**src/rtl/pipe_pkg.sv**
```systemverilog
// Shared definitions for pipeline-stage registers: occupancy state and
// per-stage bundle widths.
package pipe_pkg;

    typedef enum logic [1:0] {
        EMPTY = 2'd0,
        ONE   = 2'd1,
        TWO   = 2'd2
    } pipe_state_t;

    localparam int IF_ID_CTRL_W  = 4;
    localparam int IF_ID_DATA_W  = 64;
    localparam int ID_EX_CTRL_W  = 16;
    localparam int ID_EX_DATA_W  = 128;
    localparam int EX_MEM_CTRL_W = 10;
    localparam int EX_MEM_DATA_W = 96;
    localparam int MEM_WB_CTRL_W = 8;
    localparam int MEM_WB_DATA_W = 96;

endpackage

```
**src/rtl/sat_counter.sv**
```systemverilog
// Saturating up-counter with synchronous clear; clear wins over increment.
module sat_counter #(
    parameter int W = 16
) (
    input  logic         clk,
    input  logic         reset_n,
    input  logic         inc,
    input  logic         clr,
    output logic [W-1:0] count
);

    always_ff @(posedge clk or negedge reset_n) begin
        if (!reset_n) begin
            count <= '0;
        end else if (clr) begin
            count <= '0;
        end else if (inc && (count != {W{1'b1}})) begin
            count <= count + W'(1);
        end
    end

endmodule

```
**src/rtl/pipe_stage_skid.sv**
```systemverilog
// Reusable pipeline-stage register with valid/ready handshake and a 2-entry
// skid buffer, so in_ready is taken straight from the state register.
module pipe_stage_skid
    import pipe_pkg::*;
#(
    parameter int CTRL_W         = MEM_WB_CTRL_W,
    parameter int DATA_W         = MEM_WB_DATA_W,
    parameter bit ZERO_ON_BUBBLE = 1'b1,
    parameter int STALL_CNT_W    = 16
) (
    input  logic                   clk,
    input  logic                   reset_n,
    input  logic                   flush,
    input  logic                   in_valid,
    output logic                   in_ready,
    input  logic [CTRL_W-1:0]      in_ctrl,
    input  logic [DATA_W-1:0]      in_data,
    output logic                   out_valid,
    input  logic                   out_ready,
    output logic [CTRL_W-1:0]      out_ctrl,
    output logic [DATA_W-1:0]      out_data,
    output logic [1:0]             occupancy,
    output logic [STALL_CNT_W-1:0] stall_cnt,
    input  logic                   stall_clr
);

    pipe_state_t       state;
    logic [CTRL_W-1:0] m_ctrl, s_ctrl;
    logic [DATA_W-1:0] m_data, s_data;
    logic              accept, drain;

    assign in_ready  = (state != TWO);
    assign out_valid = (state != EMPTY);
    assign occupancy = 2'(state);
    assign accept    = in_valid & in_ready;
    assign drain     = out_valid & out_ready;

    always_ff @(posedge clk or negedge reset_n) begin
        if (!reset_n) begin
            state  <= EMPTY;
            m_ctrl <= '0;
            m_data <= '0;
            s_ctrl <= '0;
            s_data <= '0;
        end else if (flush) begin
            state <= EMPTY;
            if (ZERO_ON_BUBBLE) begin
                m_ctrl <= '0;
                m_data <= '0;
                s_ctrl <= '0;
                s_data <= '0;
            end
        end else begin
            case (state)
                EMPTY: begin
                    if (accept) begin
                        state  <= ONE;
                        m_ctrl <= in_ctrl;
                        m_data <= in_data;
                    end
                end
                ONE: begin
                    if (accept && drain) begin
                        m_ctrl <= in_ctrl;
                        m_data <= in_data;
                    end else if (accept) begin
                        state  <= TWO;
                        s_ctrl <= in_ctrl;
                        s_data <= in_data;
                    end else if (drain) begin
                        state <= EMPTY;
                    end
                end
                TWO: begin
                    // in_ready is low here, so only a drain can move us
                    if (drain) begin
                        state  <= ONE;
                        m_ctrl <= s_ctrl;
                        m_data <= s_data;
                    end
                end
                default: state <= EMPTY;
            endcase
        end
    end

    // M keeps its last value after a drain; mask it when bubbles read as zero
    assign out_ctrl = (ZERO_ON_BUBBLE && !out_valid) ? '0 : m_ctrl;
    assign out_data = (ZERO_ON_BUBBLE && !out_valid) ? '0 : m_data;

    sat_counter #(
        .W(STALL_CNT_W)
    ) u_stall_cnt (
        .clk     (clk),
        .reset_n (reset_n),
        .inc     (out_valid & ~out_ready),
        .clr     (stall_clr),
        .count   (stall_cnt)
    );

endmodule

```
**config.mk**
```make
export PLATFORM = sky130hd
export DESIGN_NAME = pipe_stage_skid
export DESIGN_NICKNAME = d
export VERILOG_FILES = /design/src/rtl/pipe_pkg.sv /design/src/rtl/sat_counter.sv /design/src/rtl/pipe_stage_skid.sv
export SDC_FILE = /design/constraint.sdc
export NUM_CORES = 1
export LEC_CHECK = 0
export BUFFER_PORTS_ARGS = -buffer_cell sky130_fd_sc_hd__buf_2
export CAP_MARGIN = 20
export CORE_ASPECT_RATIO = 1.5
export CORE_MARGIN = 4
export CORE_UTILIZATION = 30
export CTS_CLUSTER_DIAMETER = 30
export DETAILED_ROUTE_END_ITERATION = 10
export GPL_TIMING_DRIVEN = 1
export PLACE_DENSITY_LB_ADDON = 0.2
export SLEW_MARGIN = 15
export SYNTH_ARGS = -nofsm -noshare
export SYNTH_HDL_FRONTEND = slang
export SYNTH_SLANG_ARGS = --single-unit
```
**constraint.sdc**
```tcl
create_clock -name clk -period 2.9 [get_ports clk]
set_input_delay 0.145 -clock clk [delete_from_list [all_inputs] [get_ports clk]]
set_output_delay 0.145 -clock clk [all_outputs]
set_load 0.005 [all_outputs]
```
== Yosys cells after proc, flatten, opt, wreduce, memory -nomap -nowiden ==
Cells that the tools add are included.

* $add $sub $neg: 1
* Eq/ne operators: 10
* Multiplexer cells: 27
* Bitwise gates (word level): 4
* Reductions and logical operators: 11

{| class="wikitable"
|+ Operators with widths
! kind !! count
|-
| 96-bit 2-to-1 mux || 8
|-
| 96-bit case mux with 3 select lines || 1
|-
| 8-bit 2-to-1 mux || 8
|-
| 16-bit 2-to-1 mux || 2
|-
| 8-bit case mux with 3 select lines || 1
|-
| 16-bit by 1-bit adder with 16-bit output, second input constant || 1
|-
| 16-bit != test, second input constant || 1
|-
| 2-bit 2-to-1 mux || 6
|-
| 3-bit != test, second input constant || 4
|-
| 4-bit AND reduction || 2
|-
| 2-bit nonzero test || 4
|-
| 2-bit case mux with 3 select lines || 1
|-
| 2-bit != test, second input constant || 2
|-
| 4-bit != test, second input constant || 1
|-
| 4-bit nonzero test || 1
|-
| 1-bit AND || 3
|-
| 3-bit AND reduction || 1
|-
| 2-bit by 1-bit equality test with 1-bit output, second input constant || 1
|-
| 2-bit equality test, second input constant || 1
|-
| 1-bit logical AND || 2
|-
| 2-bit zero test || 1
|-
| 1-bit NOT || 1
|}

* Bits in registers: 226
* Bits of input ports: 110
* Output and inout port bits: 124
* Word-level logic and storage cells: 59

== Longest topological paths before layout ==
Gate-level depths: netlist of run 1.

* Depth after elaboration: 7
* Gate-level depth with buffers: 9

== Cells and area by module ==
A second synthesis of run 1 with hierarchy kept.

* Cells, all modules: 827
* Area, all modules: 10672.7 µm²

{| class="wikitable"
|+ Modules (own cells, without submodules)
! module !! instances !! cells each !! area an instance (µm²) !! seq. area each (µm²)
|-
| pipe_stage_skid || 1 || 729 || 9730.6 || 5255.0
|-
| sat_counter || 1 || 98 || 942.2 || 400.4
|}

== Worst setup path after synthesis of run 1 ==
No wires, ideal clock.

* Path type: register to register
* Start: register state[0], in the netlist occupancy[0]
* End: register m_ctrl[0]
* Arrival time: 2007 ps
* Data required time: 2750 ps
* Setup slack: 743 ps
* Cell stages (with the launch flop): 10
* Period minus slack after synthesis: 2157 ps
* Cell sequence: dfrtp_1 inv_1 ha_1 or4b_4 o31ai_4 or2_1 buf_2 buf_6 buf_8 a211oi_2

* Word-level cells in the longest chain between the ends: 5
* Elaborated cells on any way between the ends: 15

{| class="wikitable"
|+ RTL lines
! element !! line !! source
|-
| from (decl) || pipe_stage_skid.sv:27 || <nowiki>pipe_state_t state;</nowiki>
|-
| from (signal assigned) || pipe_stage_skid.sv:40 || <nowiki>state <= EMPTY;</nowiki>
|-
| from (signal assigned) || pipe_stage_skid.sv:46 || <nowiki>state <= EMPTY;</nowiki>
|-
| from (signal assigned) || pipe_stage_skid.sv:57 || <nowiki>state <= ONE;</nowiki>
|-
| 2-bit != test or 2-bit nonzero test (tied branches) || pipe_stage_skid.sv:32, pipe_stage_skid.sv:33 ||
|-
| 1-bit AND, on equally long branches || pipe_stage_skid.sv:35, pipe_stage_skid.sv:36 ||
|-
| 1-bit logical AND || pipe_stage_skid.sv:63 || <nowiki>if (accept && drain) begin</nowiki>
|-
| 3-bit != test (no source line) || -- ||
|-
| 4-bit AND reduction (no source line) || -- ||
|-
| to (signal assigned) || pipe_stage_skid.sv:58 || <nowiki>m_ctrl <= in_ctrl;</nowiki>
|-
| to (signal assigned) || pipe_stage_skid.sv:64 || <nowiki>m_ctrl <= in_ctrl;</nowiki>
|-
| to (signal assigned) || pipe_stage_skid.sv:78 || <nowiki>m_ctrl <= s_ctrl;</nowiki>
|-
| to (decl) || pipe_stage_skid.sv:28 || <nowiki>logic [CTRL_W-1:0] m_ctrl, s_ctrl;</nowiki>
|}

Several ways; a longest one is shown, not always the timed one.
A chain may end at the register's enable or synchronous reset.

== Worst setup path in the final report of run 1 ==
* Start: register state[0], in the netlist occupancy[0]
* End: output port out_data[34]

* Word-level cells in the longest chain between the ends: 2

{| class="wikitable"
|+ RTL lines
! element !! line !! source
|-
| 2-bit nonzero test || pipe_stage_skid.sv:33 || <nowiki>assign out_valid = (state != EMPTY);</nowiki>
|-
| 96-bit 2-to-1 mux || pipe_stage_skid.sv:89 || <nowiki>assign out_data = (ZERO_ON_BUBBLE && !out_valid) ? '0 : m_data;</nowiki>
|-
| to (decl) || pipe_stage_skid.sv:21 || <nowiki>output logic [DATA_W-1:0] out_data,</nowiki>
|}

Every way passes these cells.

==> summary.md, run 1 <==
| Metric | Value |
|---|---|
| Seq cells post-synth | 226 |
| Worst Setup Start Kind | register |
| Ports | 234 |
| Core area | 0.0378 mm^2 |
| Final Max Tran Viols | 0 |
| Top FF cell, synth | dfrtp_1 |
| Overall Global Routing Usage | 17.2% |
| Gr ovfl total | 0 |
| VDD IR-drop max | 0.000560 V |
| Area grow syn2layout | 38.3% |
| Clock share of power | 39.0% |
| P_int | 9640 uW |
| Crit Reg-Reg Endpoint | s_data[80] |
| Wire per inst | 18.2 um |
| Antenna violations before repair | 0 |
| First-pass GRT wire length | 58200 um |
| Fmax | 384 MHz |
| Hold Crit Start | stall_clr |
| Met3 routed WL | 1520 um |
| Seq/Total Area, Yosys | 49.0% |
| Comb power frac | 31.2% |
| RSZ-0062 raised after global routing | false |
| Final worst slack | 0.293 ns |
| Initial core utilization | 30.6% |
| Crit path time final | 2.61 ns |
| Rows | 87 |
| Final Cycle Share | 89.9% |
| Post-CTS setup buffer count | 0 |
| Total CTS buffers | 50 |
| Max H-tree Level | 2 |
| Root Buffer | clkbuf_16 |
| Hold buffers post-CTS | 105 |
| N_diodes | 0 |
| FF-to-FF Start | occupancy[0] |
| CTS sink count | 226 |
| DR pass1 iterations | 8 |
| Clk pin slew, worst setup/hold paths | 0.04 ns |
| CP arrival | 2.46 ns |
| Number of synthesized flops with an enable pin | 0 |
| DRT Wirelength | 36500 um |
| Internal reg-to-reg setup slack | 0.50 ns |
| Residual DRC | 0 |
| Worst hold path type | input pin to register |
| Final Skew | 0.00947 ns |
| Netlist cell types | 49 |
| R2R cell count | 7 |
| Sw Share | 33.7% |
| Required @ worst endpoint | 2.76 ns |
| Cts repair resizes | 0 |
| CP Launch Point | occupancy[0] |
| RD Place Congestion | 0.786 |
| Mapped cell area | 0.0115 mm^2 |
| Post-Syn Nets | 1288 |
| Hold_ws | 0.0449 ns |
| Synth area leader | dfrtp_1 |
| Largest net degree at the start of global routing | 85 |
| Clock latency on the worst-skew pair | 0.55 ns |
| Crit end category | output pin |
| Ys async rst share | 100% |
| Die height | 248 um |
| Vias in the first global route | 10448 |
| Leak | 0.00683 uW |
| Maximum fanout along the worst path | 61 |
| Clock Path Buffers | 3 |
| Slew HR | 44.1% |
| Post-DR vias/cell | 4.94 |
| Max_cap viols | 0 |
| Layout cell share with drive strength beyond 1 | 27.8% |
| Syn. warnings | 0 |
| Metal1 wirelength | 15300 um |
| Top cells by area, synth | dfrtp_1, mux2i_1, nand2_1 |
| Critical Path End | out_data[34] |
| Port bufs | 233 |
| Filler cells | 3683 |
| Via Count | 9923 |
| Die width | 168 um |
| HPWL after DPL | 22000 um |
| Cells after Synth | 1172 |
| WS Path Type | register to output pin |
| Routed Antenna Nets | 0 |
| Syn Area/Cell | 9.85 um^2 |
| Fin. Hold Viols | 0 |
| Sequential Power Share | 29.7% |
| Status | finished, final reports clean |
| CTS tree | built |
| Setup TNS | 0 ns |
| Core Util, Final | 42.3% |
| Actual slew at the worst max-slew pin | 0.838 ns |
| Die area | 0.0417 mm^2 |
| Final count of negative-setup-slack endpoints | 0 |
| DR WL met2 | 18700 um |
| Setup Slack @ Placement | 0.481 ns |
| Pwr Density | 910 mW/mm^2 |
| Nets@finish | 1596 |
| DR iter-0 viols | 484 |
| Yosys top cell area share | 49.0% |
| Uppermost layer routed | met4 |
| NetSw | 4900 uW |
[final cells by class]
| type | instances | area, um^2 | share of cell area, % |
|---|---|---|---|
| clock buffer | 64 | 1400 | 8.75 |
| clock inverter | 27 | 294 | 1.84 |
| inverter | 9 | 33.8 | 0.212 |
| multi-input combinational | 830 | 5390 | 33.7 |
| sequential | 226 | 5660 | 35.4 |
| tap | 489 | 612 | 3.83 |
| timing repair buffer | 363 | 2590 | 16.2 |
[power groups by stage]
stage               Combinational [uW]  Sequential (uW)  Clock [uW]
floorplan                         3180             4250           0
global placement                  4500             4340           0
detailed placement                4530             4370           0
CTS                               4660             4320        5810
global route                      5030             4430        5950
finish                            4540             4320        5670
[kinds of logic (layout without fill, tap and decap cells)]
kind of cell	count (synthesis)	in the layout	synth area share, %
buffers and inverters	116	463	4.82
AO/OA/AOI/OAI	238	238	16.0
adder cells (fa/ha/maj)	6	6	0.650
flip-flops	226	226	49.0
multiplexers	111	111	9.68
AND/OR/NAND/NOR	475	475	19.8
[per-stage QoR]
stage          power [uW]  cell area [um^2]  std cells
3_3_place_gp         8840             13200       1812
4_1_cts             14800             16000       2008
6_report            14500             16000       2008
5_1_grt             15400             16000       2008
2_1_floorplan        7430             11500       1172
3_5_place_dp         8890             13200       1812
[cells in the mapped netlist, types with 2 or more instances]
library cell  number
a21oi_1          109
buf_4              2
o21ai_0            2
buf_6              2
nor2_1            13
buf_8              6
mux2i_1          106
a211oi_1          47
nand2_1          217
buf_2             25
a311oi_1           2
or2_2              3
a41oi_1            3
nor3b_1            4
nand3b_1           2
nor3_1           110
dfrtp_1          226
inv_1              9
ha_1               6
nand3_1            9
clkbuf_1          71
mux2_2             5
a211oi_2          60
a31oi_1            3
nor2b_1          106
[worst max-delay path: stages (launching register included)]
cell     delay (ns)
dfrtp_1        0.42
inv_1          0.22
ha_4           0.26
buf_4          0.58
nor2b_1        0.18
buf_2          0.18
[per-layer routing]
layer,GRT usage [%],vias to the layer above
met1,21.2,4905
met2,30.5,226
li1,-,4728
met4,5.56,0
met3,2.89,64
met5,0,-
[registers in the layout (all words and copies together), names as in the netlist]
register and flops:
m_ctrl 8, m_data 96, s_data 96, u_stall_cnt.count 16
s_ctrl 8, occupancy 2
[placed cells by master (no fill, tap or decap), types with 12 or more instances in the layout]
master           n
buf_2          231
dfrtp_1        226
nand2_1        217
nor3_1         110
a21oi_1        108
nor2b_1        106
mux2i_1        106
dlygate4sd3_1  105
a211oi_2        60
clkbuf_16       53
a211oi_1        47
nor2_1          13
buf_12          13
clkinv_2        12
buf_4           12
[worst min path at each step]
stage | endpoint | slack, ns | cells past startpoint
floorplan | m_ctrl[0] | -0.15 | 0
global placement | m_data[64] | 0.21 | 1
detailed placement | s_data[64] | 0.20 | 1
CTS | u_stall_cnt.count[5] | 0.007 | 2
global route | u_stall_cnt.count[7] | 0.05 | 2
finish | u_stall_cnt.count[5] | 0.04 | 2
Power figures use the tool's default switching activity.
==> run 2, diff against run 1 <==
GPL_TIMING_DRIVEN = 0   (was 1)
==> run 2 against run 1 <==
Effect of this change: combinational power increased by 3%; worst setup slack worse by 0.10 ns; maximum frequency is 3.8% lower; final cell count is 3.8% higher; wire length increased by 3.9%; non-clock buffer count increased by 83; global-route usage up 0.53 points; largest cell class unchanged; first-iteration DRC count is 18% lower; critical path type unchanged; register-to-register slack got worse by 0.25 ns; critical path depth is 2 higher; worst hold slack better by 0.094 ns.
==> summary.md, run 2 (synthesis gave the netlist of run 1 again) <==
| Metric | Value |
|---|---|
| Die area | 0.0417 mm^2 (unchanged) |
| CTS tree | built |
| Post-DR vias/cell | 4.80 (-2.9%) |
| Final Skew | 0.0214 ns (+0.0119 ns) |
| Commonest non-fill, non-tap cell in the layout | buf_2 |
| Internal reg-to-reg setup slack | 0.25 ns (-0.25 ns) |
| Die width | 168 um (unchanged) |
| RSZ-0062 raised after global routing | false |
| Largest net degree at the start of global routing | 91 (+7.1%) |
| CP max stage delay | 0.43 ns (-0.15 ns) |
| Sequential Power Share | 30.2% (+0.5 points) |
| Sw Share | 34.2% (+0.50 points) |
| Fmax | 369 MHz (-3.8%) |
| Maximum fanout along the worst path | 10 (-84%) |
| Clock latency on the worst-skew pair | 0.56 ns (about the same) |
| Actual slew at the worst max-slew pin | 0.973 ns (+0.135 ns) |
| Total CTS buffers | 48 (-4.0%) |
| Max_cap viols | 0 (unchanged) |
| Crit path time final | 2.71 ns (+0.103 ns) |
| Leak | 0.00692 uW (+1.5%) |
| Area grow syn2layout | 39.2% |
| Worst Setup Start Kind | register |
| Comb power frac | 32.5% (+1.3 points) |
| Gr ovfl total | 0 (unchanged) |
| Rows | 87 (unchanged) |
| Core area | 0.0378 mm^2 (unchanged) |
| Wire per inst | 18.2 um (about the same) |
| Setup Slack @ Placement | -0.210 ns (-0.691 ns) |
| NetSw | 4910 uW (+0.15%) |
| Leading cell types in the layout, fill and taps excluded | buf_2, dfrtp_1, nand2_1, nor3_1, a21oi_1 |
| Clock share of power | 37.3% (-1.7 points) |
| Worst hold path type | input pin to register |
| DR pass1 iterations | 4 (-4) |
| Most frequent CP cell | buf_2 |
| Final count of negative-setup-slack endpoints | 0 (unchanged) |
| CP max-delay cell | dfrtp_1 |
| CP arrival | 2.57 ns (+0.11 ns) |
| DR iter-0 viols | 399 (-18%) |
| WS Path Type | register to output pin |
| Worst path cell trace | inv_1 -> ha_1 -> clkbuf_2 -> clkbuf_4 -> buf_2 -> nor2b_1 -> buf_2 |
| Port bufs | 231 (-0.86%) |
| Clock Path Buffers | 3 (unchanged) |
| Post-CTS setup buffer count | 0 (unchanged) |
| Slew HR | 35.1% (-9.0 points) |
| Pwr Density | 893 mW/mm^2 (-1.9%) |
| Clk pin slew, worst setup/hold paths | 0.05 ns (about the same) |
| Nets@finish | 1677 (+5.1%) |
| Max H-tree Level | 2 (unchanged) |
| Final worst slack | 0.190 ns (-0.103 ns) |
| Initial core utilization | 30.6% (unchanged) |
| Ports | 234 (unchanged) |
| Die height | 248 um (unchanged) |
| Overall Global Routing Usage | 17.7% (+0.53 points) |
| Root Buffer | clkbuf_16 |
| Routed Antenna Nets | 0 (unchanged) |
| P_int | 9440 uW (-2.1%) |
| Layout cell share with drive strength beyond 1 | 27.2% (-0.55 points) |
| HPWL after DPL | 27000 um (+23%) |
| Fin. Hold Viols | 0 (unchanged) |
| Final Max Tran Viols | 0 (unchanged) |
| Crit end category | output pin |
| DRT Wirelength | 37900 um (+3.9%) |
| Vias in the first global route | 10607 (+1.5%) |
| CTS sink count | 226 (unchanged) |
| First-pass GRT wire length | 59100 um (+1.6%) |
| Hold_ws | 0.139 ns (+0.0945 ns) |
| RD Place Congestion | 0.793 (+0.83%) |
| VDD IR-drop max | 0.000375 V (-33%) |
| Required @ worst endpoint | 2.76 ns (about the same) |
| Status | finished, final reports clean |
| Final Cycle Share | 93.5% (+3.6 points) |
| Residual DRC | 0 (unchanged) |
| Biggest regs | m_data x96, s_data x96, u_stall_cnt.count x16 |
| Antenna violations before repair | 3 (+3) |
| Via Count | 10003 (+0.81%) |
[run 2: cell count changes in the layout (fill, tap and decap cells not counted), moves of 6 or more]
cell / delta
buf_12: -13
buf_2: +25
buf_4: -10
buf_8: +6
clkbuf_1: +57
clkbuf_2: +11
clkbuf_8: +6
[run 2: final timing paths]
kind | start | to | depth (start not counted)
max | occupancy[0] | out_data[48] | 7
min | flush | occupancy[1] | 3
max reg2reg | occupancy[0] | m_data[11] | 8
min reg2reg | s_data[66] | s_data[66] | 2
max in group asynchronous | reset_n | s_data[21] | 3
min in group asynchronous | reset_n | s_data[63] | 2
[run 2: cell type report]
class / instances / area (um^2)
clock inverters: 18 / 235
repair buffers: 339 / 2280
flip-flops and latches: 226 / 5660
fillers: 3730 / 21700
inverters: 9 / 33.8
well taps: 489 / 612
clock buffers: 65 / 1370
diodes: 2 / 5.00
multi-input cells: 830 / 5340
plain buffers: 107 / 542
[run 2: power by group through the flow]
stage | Combinational (uW) | Clock [uW] | Sequential [uW]
global route | 5180 | 5630 | 4430
CTS | 4770 | 5470 | 4340
detailed placement | 4620 | 0 | 4380
floorplan | 3180 | 0 | 4250
finish | 4670 | 5350 | 4330
global placement | 4550 | 0 | 4350
[run 2: metrics by stage]
step / cells / area [um^2] / setup TNS [ns] / total power (uW) / util [%]
after floorplan: 1172 / 11500 / 0 / 7430 / -
after global placement: 1892 / 13300 / -610.82 / 8900 / 35.2
after detailed placement: 1894 / 13400 / -1.52 / 9000 / 35.4
after CTS: 2083 / 16000 / 0 / 14600 / 42.5
after global routing: 2083 / 16100 / 0 / 15200 / 42.5
final: 2085 / 16100 / 0 / 14300 / 42.5
[run 2: timing repair]
action | CTS | global route
hold buffers | 106 | 0
gates resized for setup | 8 | 14
hold endpoints to repair | 274 | 0
setup endpoints to repair | 74 | 93
[run 2: per-layer routing]
metal / global-route usage [%] / vias up / routed length (um)
met1: 20.4 / 4802 / 15300
li1: - / 4895 / -
met4: 6.40 / 2 / 1030
met2: 32.4 / 235 / 19600
met5: 0 / - / 13
met3: 3.71 / 69 / 1890
[run 2: critical path: cells and delay by family, from the launching register on]
family,cells,cell delay (ns)
AND/OR/NAND/NOR,1,0.12
buffers and inverters,5,1.22
flip-flops,1,0.43
adder cells (fa/ha/maj),1,0.22
